$ cat config.mk
export PLATFORM = sky130hd
export DESIGN_NAME = cnn_3d_volume_loader
export DESIGN_NICKNAME = d
export VERILOG_FILES = /design/src/rtl/cnn_3d_volume_loader.sv
export SDC_FILE = /design/constraint.sdc
export NUM_CORES = 2
export LEC_CHECK = 0
export CAP_MARGIN = 20
export CORE_ASPECT_RATIO = 1.5
export CORE_MARGIN = 3
export CORE_UTILIZATION = 65
export CTS_CLUSTER_DIAMETER = 100
export DETAILED_ROUTE_END_ITERATION = 8
export PLACE_DENSITY = 0.78
export SKIP_CTS_REPAIR_TIMING = 1
export SLEW_MARGIN = 10
export SYNTH_ARGS = -nofsm -noshare
export SYNTH_HDL_FRONTEND = slang
export SYNTH_SLANG_ARGS = --single-unit
$ cat constraint.sdc
create_clock -name clk -period 7.6 [get_ports clk]
set_input_delay 0.76 -clock clk [delete_from_list [all_inputs] [get_ports clk]]
set_output_delay 0.76 -clock clk [all_outputs]
set_load 0.1 [all_outputs]
$ cat src/rtl/cnn_3d_volume_loader.sv
// cnn_3d_volume_loader
//   Input stage of the 3D CNN pipeline. Collects an IMG_SIZE^3 voxel volume
//   from a valid/ready stream (raster order, x fastest, then y, then z) into
//   an on-chip buffer. It then presents that buffer through a registered
//   random-access read port and pulses start_out. The volume is held until
//   release_in, and malformed frames are dropped with a frame_err pulse.
//
//   Build option: define CNN_LOADER_PINGPONG_EN for two buffer banks. One
//   bank is read while the other fills. Undefined gives a single bank, and
//   the loader back-pressures while the volume is held.
//
// Ports
//   clk          in   single clock, rising edge
//   reset_n      in   asynchronous active-low reset
//   s_valid      in   voxel beat valid
//   s_ready      out  loader can accept a beat (decoded from registered state)
//   s_data       in   signed voxel, DATA_WIDTH bits
//   s_last       in   final beat of the volume
//   rd_addr      in   read address z*IMG_SIZE^2 + y*IMG_SIZE + x
//   rd_data      out  registered read data (0 for rd_addr >= NUM_VOX)
//   frame_valid  out  a complete volume is held for reading
//   start_out    out  one-cycle pulse when a volume becomes readable
//   release_in   in   one-cycle pulse, consumer is done with the volume
//   frame_err    out  one-cycle pulse, malformed frame dropped
//   frame_count  out  number of accepted volumes, wraps at 16 bits
//   dbg_state_o  out  fill-side FSM state for observation
//
// Handshake: a beat transfers on a rising edge where s_valid && s_ready.
// s_ready depends only on registered state, so the source may hold s_valid
// and s_data stable until that edge without any combinational loop.

module cnn_3d_volume_loader #(
  parameter  int IMG_SIZE   = 6,
  parameter  int DATA_WIDTH = 16,
  localparam int NUM_VOX    = IMG_SIZE * IMG_SIZE * IMG_SIZE,
  localparam int AW         = $clog2(NUM_VOX)
) (
  input  logic                         clk,
  input  logic                         reset_n,
  input  logic                         s_valid,
  output logic                         s_ready,
  input  logic signed [DATA_WIDTH-1:0] s_data,
  input  logic                         s_last,
  input  logic        [AW-1:0]         rd_addr,
  output logic signed [DATA_WIDTH-1:0] rd_data,
  output logic                         frame_valid,
  output logic                         start_out,
  input  logic                         release_in,
  output logic                         frame_err,
  output logic        [15:0]           frame_count,
  output logic        [1:0]            dbg_state_o
);

`ifdef CNN_LOADER_PINGPONG_EN
  localparam int NBANK = 2;
`else
  localparam int NBANK = 1;
`endif
  localparam int MW = $clog2(NBANK * NUM_VOX);

  // S_LOCKED means the filling bank holds a complete volume and cannot take
  // more beats. With one bank that bank is also the read bank. With two
  // banks it is the pending bank that waits for the read port.
  typedef enum logic [1:0] {
    S_FILL   = 2'd0,
    S_LOCKED = 2'd1,
    S_FLUSH  = 2'd2
  } state_t;

  state_t          state_q, state_d;
  logic [AW-1:0]   wr_cnt_q, wr_cnt_d;
  logic            fill_bank_q, fill_bank_d;
  logic            rd_bank_q, rd_bank_d;
  logic            valid_q, valid_d;
  logic            start_q, start_d;
  logic            err_q, err_d;
  logic [15:0]     count_q, count_d;
  logic [DATA_WIDTH-1:0] rd_data_q;

  logic [DATA_WIDTH-1:0] buf_mem [NBANK*NUM_VOX];

  logic            accept;
  logic            last_vox;
  logic            done;
  logic            wr_en;
  logic            rd_in_range;
  logic [MW-1:0]   wr_idx;
  logic [MW-1:0]   rd_idx;

  assign s_ready     = (state_q != S_LOCKED);
  assign accept      = s_valid && s_ready;
  assign last_vox    = (wr_cnt_q == AW'(NUM_VOX - 1));
  assign rd_in_range = ({1'b0, rd_addr} < (AW+1)'(NUM_VOX));
  assign wr_idx      = (fill_bank_q ? MW'(NUM_VOX) : MW'(0)) + MW'(wr_cnt_q);
  assign rd_idx      = (rd_bank_q   ? MW'(NUM_VOX) : MW'(0)) + MW'(rd_addr);

  always_comb begin
    state_d     = state_q;
    wr_cnt_d    = wr_cnt_q;
    fill_bank_d = fill_bank_q;
    rd_bank_d   = rd_bank_q;
    valid_d     = valid_q;
    start_d     = 1'b0;
    err_d       = 1'b0;
    count_d     = count_q;
    done        = 1'b0;
    wr_en       = 1'b0;

    case (state_q)
      S_FILL: begin
        if (accept) begin
          wr_en = 1'b1;
          if (last_vox) begin
            // Full count reached: completes with s_last, otherwise the
            // frame is overlong and the rest is discarded until s_last.
            wr_cnt_d = '0;
            if (s_last) done = 1'b1;
            else        state_d = S_FLUSH;
          end else if (s_last) begin
            err_d    = 1'b1;
            wr_cnt_d = '0;
          end else begin
            wr_cnt_d = wr_cnt_q + 1'b1;
          end
        end
      end
      S_FLUSH: begin
        if (accept && s_last) begin
          err_d    = 1'b1;
          wr_cnt_d = '0;
          state_d  = S_FILL;
        end
      end
      S_LOCKED: ;
      default: state_d = S_FILL;
    endcase

`ifdef CNN_LOADER_PINGPONG_EN
    // Release is applied before a same-cycle completion, so a bank that
    // completes together with the release takes the read port at once.
    if (release_in && valid_q) begin
      if (state_q == S_LOCKED) begin
        rd_bank_d   = fill_bank_q;
        fill_bank_d = ~fill_bank_q;
        state_d     = S_FILL;
        start_d     = 1'b1;
      end else begin
        valid_d = 1'b0;
      end
    end
    if (done) begin
      count_d = count_q + 16'd1;
      if (valid_d) begin
        state_d = S_LOCKED;
      end else begin
        rd_bank_d   = fill_bank_q;
        fill_bank_d = ~fill_bank_q;
        valid_d     = 1'b1;
        start_d     = 1'b1;
      end
    end
`else
    if (state_q == S_LOCKED && release_in) begin
      state_d  = S_FILL;
      valid_d  = 1'b0;
      wr_cnt_d = '0;
    end
    if (done) begin
      state_d = S_LOCKED;
      valid_d = 1'b1;
      start_d = 1'b1;
      count_d = count_q + 16'd1;
    end
`endif
  end

  always_ff @(posedge clk or negedge reset_n) begin
    if (!reset_n) begin
      state_q     <= S_FILL;
      wr_cnt_q    <= '0;
      fill_bank_q <= 1'b0;
      rd_bank_q   <= 1'b0;
      valid_q     <= 1'b0;
      start_q     <= 1'b0;
      err_q       <= 1'b0;
      count_q     <= '0;
      rd_data_q   <= '0;
    end else begin
      state_q     <= state_d;
      wr_cnt_q    <= wr_cnt_d;
      fill_bank_q <= fill_bank_d;
      rd_bank_q   <= rd_bank_d;
      valid_q     <= valid_d;
      start_q     <= start_d;
      err_q       <= err_d;
      count_q     <= count_d;
      rd_data_q   <= rd_in_range ? buf_mem[rd_idx] : '0;
    end
  end

  // Buffer contents are not reset.
  always_ff @(posedge clk) begin
    if (wr_en) buf_mem[wr_idx] <= s_data;
  end

  assign rd_data     = rd_data_q;
  assign frame_valid = valid_q;
  assign start_out   = start_q;
  assign frame_err   = err_q;
  assign frame_count = count_q;
  assign dbg_state_o = state_q;

endmodule

==> insert_results.sql <==
INSERT INTO impl_metrics (metric_group, metric, value, unit) VALUES
('logic_synthesis', 'synth_top_family_by_area', 'multiplexers', ''),
('critical_path', 'critPathKind', 'input port to flop', ''),
('logic_synthesis', 'yosys.area_share.adder', '0.04650', '%'),
('route', 'drt_iter0_drc', '11625', ''),
('flow_run', 'cap_viol_max_count', '0', ''),
('placed_design', 'post_dp_cell_area', '139300', 'sq um'),
('critical_path', 'worst_setup_path_start_kind', 'input port', ''),
('placed_design', 'placedCellCount', '8592', ''),
('finish', 'commonest_non_fill_non_tap_cells_in_the_layout', 'edfxtp_1, mux4_2, clkbuf_16, buf_4, nor2_1', ''),
('logic_synthesis', 'ys.warnings.count', '0', ''),
('finish', 'final_common_cell', 'edfxtp_1', ''),
('floorplan', 'initial_core_util', '65.63', '%'),
('logic_synthesis', 'share_of_the_synthesized_area_in_compound_gates_ao_oa_aoi_oai', '1.775', '%'),
('global_routing', 'globalRouteOverflowTotal', '0', ''),
('clocking', 'clock_tree.buffer_depth', '4', ''),
('timing', 'timing.final.crit_period', '3.913', 'ns'),
('power', 'max-vdd-ir-drop', '0.0001757', 'V'),
('logic_synthesis', 'synth-seq-area-share', '77.98', '%'),
('clocking', 'clk_latency', '0.88', 'ns'),
('timing', 'timing_max_transition_violations_final', '0', ''),
('logic_synthesis', 'mapped_area', '134500', 'sq um'),
('route', 'drc', '0', ''),
('route', 'dr_total_vias', '67946', ''),
('outcome', 'outcome', 'complete, no violations', ''),
('finish', 'layout.nets', '6276', ''),
('global_routing', 'grtUsageTotal', '35.60', '%'),
('logic_synthesis', 'synth_cells', '5865', ''),
('logic_synthesis', 'synth_edf_count', '3456', ''),
('clocking', 'cts.reportedPaths.clkPinSlew', '0.06', 'ns'),
('timing', 'whs', '0.1699', 'ns'),
('finish', 'final-instance-count-excl-fill', '9152', ''),
('global_routing', 'antenna_found_initial', '24', ''),
('power', 'leakage', '46.98', 'nW'),
('timing', 'timing.final.hold_violations', '0', ''),
('route', 'detail_route.wirelength', '371.9', 'mm'),
('logic_synthesis', 'avgSynthCellArea', '22.94', 'sq um'),
('critical_path', 'crit_path_end_kind', 'flop', ''),
('floorplan', 'io_pins', '67', ''),
('floorplan', 'design.die.area', '212600', 'sq um'),
('finish', 'area_grow_syn2layout', '10.87', '%'),
('clocking', 'root_buffer', 'clkbuf_16', ''),
('clocking', 'numCtsBuffers', '304', ''),
('placed_design', 'io_buffer_count', '66', ''),
('clocking', 'cts_tree', 'done', ''),
('critical_path', 'crit_required', '8.28', 'ns'),
('worst_hold_path', 'worst_hold_class', 'input port to asynchronous set/reset pin', ''),
('logic_synthesis', 'ys_types', '67', ''),
('logic_synthesis', 'multiplexer_share_of_the_synthesized_area', '16.67', '%'),
('critical_path', 'worst-r2r-setup-slack', '3.84', 'ns'),
('logic_synthesis', 'synth_xor_xnor_area_share', '0.09765', '%'),
('critical_path', 'worst-endpoint-arrival', '4.59', 'ns'),
('timing', 'finalSetupViolations', '0', ''),
('logic_synthesis', 'main_synth_ff_type', 'edfxtp_1', ''),
('floorplan', 'num_rows', '203', ''),
('route', 'via_per_inst', '7.424', ''),
('timing', 'achievable_freq', '255.5', 'MHz'),
('global_routing', 'first_global_vias', '68796', ''),
('logic_synthesis', 'synth_simple_gate_area_share', '1.889', '%'),
('logic_synthesis', 'asyncSetResetFlopFracSynth', '1.285', '%'),
('logic_synthesis', 'synthesis.nets', '5899', ''),
('timing', 'finalSetupTns', '0', 'ns'),
('finish', 'finish.utilization', '72.77', '%'),
('clocking', 'number_of_clock_sinks', '3501', ''),
('critical_path', 'critical_path.max_fanout', '112', ''),
('timing', 'rsz0062_at_grt', 'false', ''),
('global_routing', 'grt_pass1_wl', '523.9', 'mm'),
('power', 'power_density_cells', '259.8', 'nW/um^2'),
('timing', 'worst_case_clock_skew', '0.06230', 'ns'),
('logic_synthesis', 'postSynthRegisterBits', '3501', ''),
('placed_design', 'detailed_place_hpwl', '202.5', 'mm'),
('floorplan', 'die_h', '563.2', 'um'),
('finish', 'final_layout_size_suffix_gt1_share', '26.86', '%'),
('finish', 'design_area', '149200', 'sq um'),
('route', 'drtAntennaViolNets', '0', ''),
('floorplan', 'chipWidth', '377.5', 'um'),
('global_routing', 'grt_start_max_net_pins', '146', ''),
('route', 'post_dr_wirelength_cell', '40.64', 'um'),
('timing', 'timing.slew.headroom', '16.05', '%'),
('placed_design', 'gp_congestion', '0.8821', ''),
('route', 'detail_route.first_pass.iterations', '8', ''),
('timing', 'layout_worst_path_cycle_share', '51.49', '%'),
('floorplan', 'placeableCoreArea', '205000', 'sq um'),
('timing', 'worst-slew-pin-transition', '1.259', 'ns'),
('clocking', 'htree_levels', '5', '');
==> cells in the mapped netlist, drive strengths merged, types with 18 or more instances <==
cell / instances / area share, %
edfxtp: 3456 / 77
mux4: 921 / 15
nor2: 261 / 0.73
buf: 217 / 1.2
mux2i: 167 / 1.2
nand2: 155 / 0.43
a22oi: 147 / 0.82
clkbuf: 110 / 0.31
nand3: 67 / 0.25
a21oi: 57 / 0.21
dfrtp: 45 / 0.84
nand4: 32 / 0.15
o22ai: 21 / 0.098
nor3: 18 / 0.067
==> worst paths after layout <==
path	from	endpoint	depth (start not counted)
setup / recovery	rd_addr[1]	rd_data[12]	7
hold / removal	reset_n	frame_count[0]	2
setup reg to reg	wr_cnt_q[7]	buf_mem[177][13]	4
hold reg to reg	frame_count[15]	frame_count[15]	1
max in group asynchronous	reset_n	rd_data[0]	2
min in group clk	s_data[14]	buf_mem[139][14]	1
==> worst max-delay path, stage by stage <==
cell	delay, ns
buf_8	0.43
buf_12	0.46
buf_12	0.57
mux4_2	0.41
mux4_2	0.52
o31ai_1	0.93
o221ai_1	0.26
==> state kept, by name, indices dropped and copies added, names as in the netlist <==
signal,flops
dbg_state_o,2
frame_err,1
rd_data,16
buf_mem,3456
start_out,1
frame_count,16
wr_cnt_q,8
frame_valid,1
==> power by group <==
group	total [W]	switching [W]	internal, W
combinational	0.00203	0.00137	0.000663
sequential	0.0213	0.0000351	0.0212
clock	0.0155	0.00694	0.00851
total	0.0388	0.00835	0.0304
==> stage by stage <==
step / total power [W] / setup WS, ns
after floorplan: 0.02277 / 4.688
after global placement: 0.02360 / 2.225
after detailed placement: 0.02365 / 2.949
after CTS: 0.03875 / 3.766
after global routing: 0.03949 / 3.522
final: 0.03876 / 3.687
==> final cells by class <==
cell class | count | area, sq um
Tap cell | 2665 | 3334
Multi-Input combinational cell | 2025 | 27640
Timing Repair Buffer | 398 | 3540
Sequential cell | 3501 | 104900
Clock buffer | 355 | 7988
Antenna cell | 12 | 30.03
Inverter | 12 | 53.80
Fill cell | 10619 | 55810
Clock inverter | 184 | 1669
==> routing by layer <==
metal | up-vias | part of all wire, % | GRT usage [%]
li1 | 25609 | - | -
met1 | 35019 | 31 | 46.13
met3 | 1295 | 13 | 8.658
met4 | 18 | 8.3 | 23.75
met5 | - | 0.033 | 0
met2 | 6005 | 48 | 54.67
==> cell families after synthesis <==
group,Yosys count
AO/OA/AOI/OAI,334
XOR/XNOR,15
adder cells (fa/ha/maj),5
buffers and inverters,339
flip-flops,3501
multiplexers,1089
AND/OR/NAND/NOR,582
Note: power is estimated with default switching activity, not from simulation.
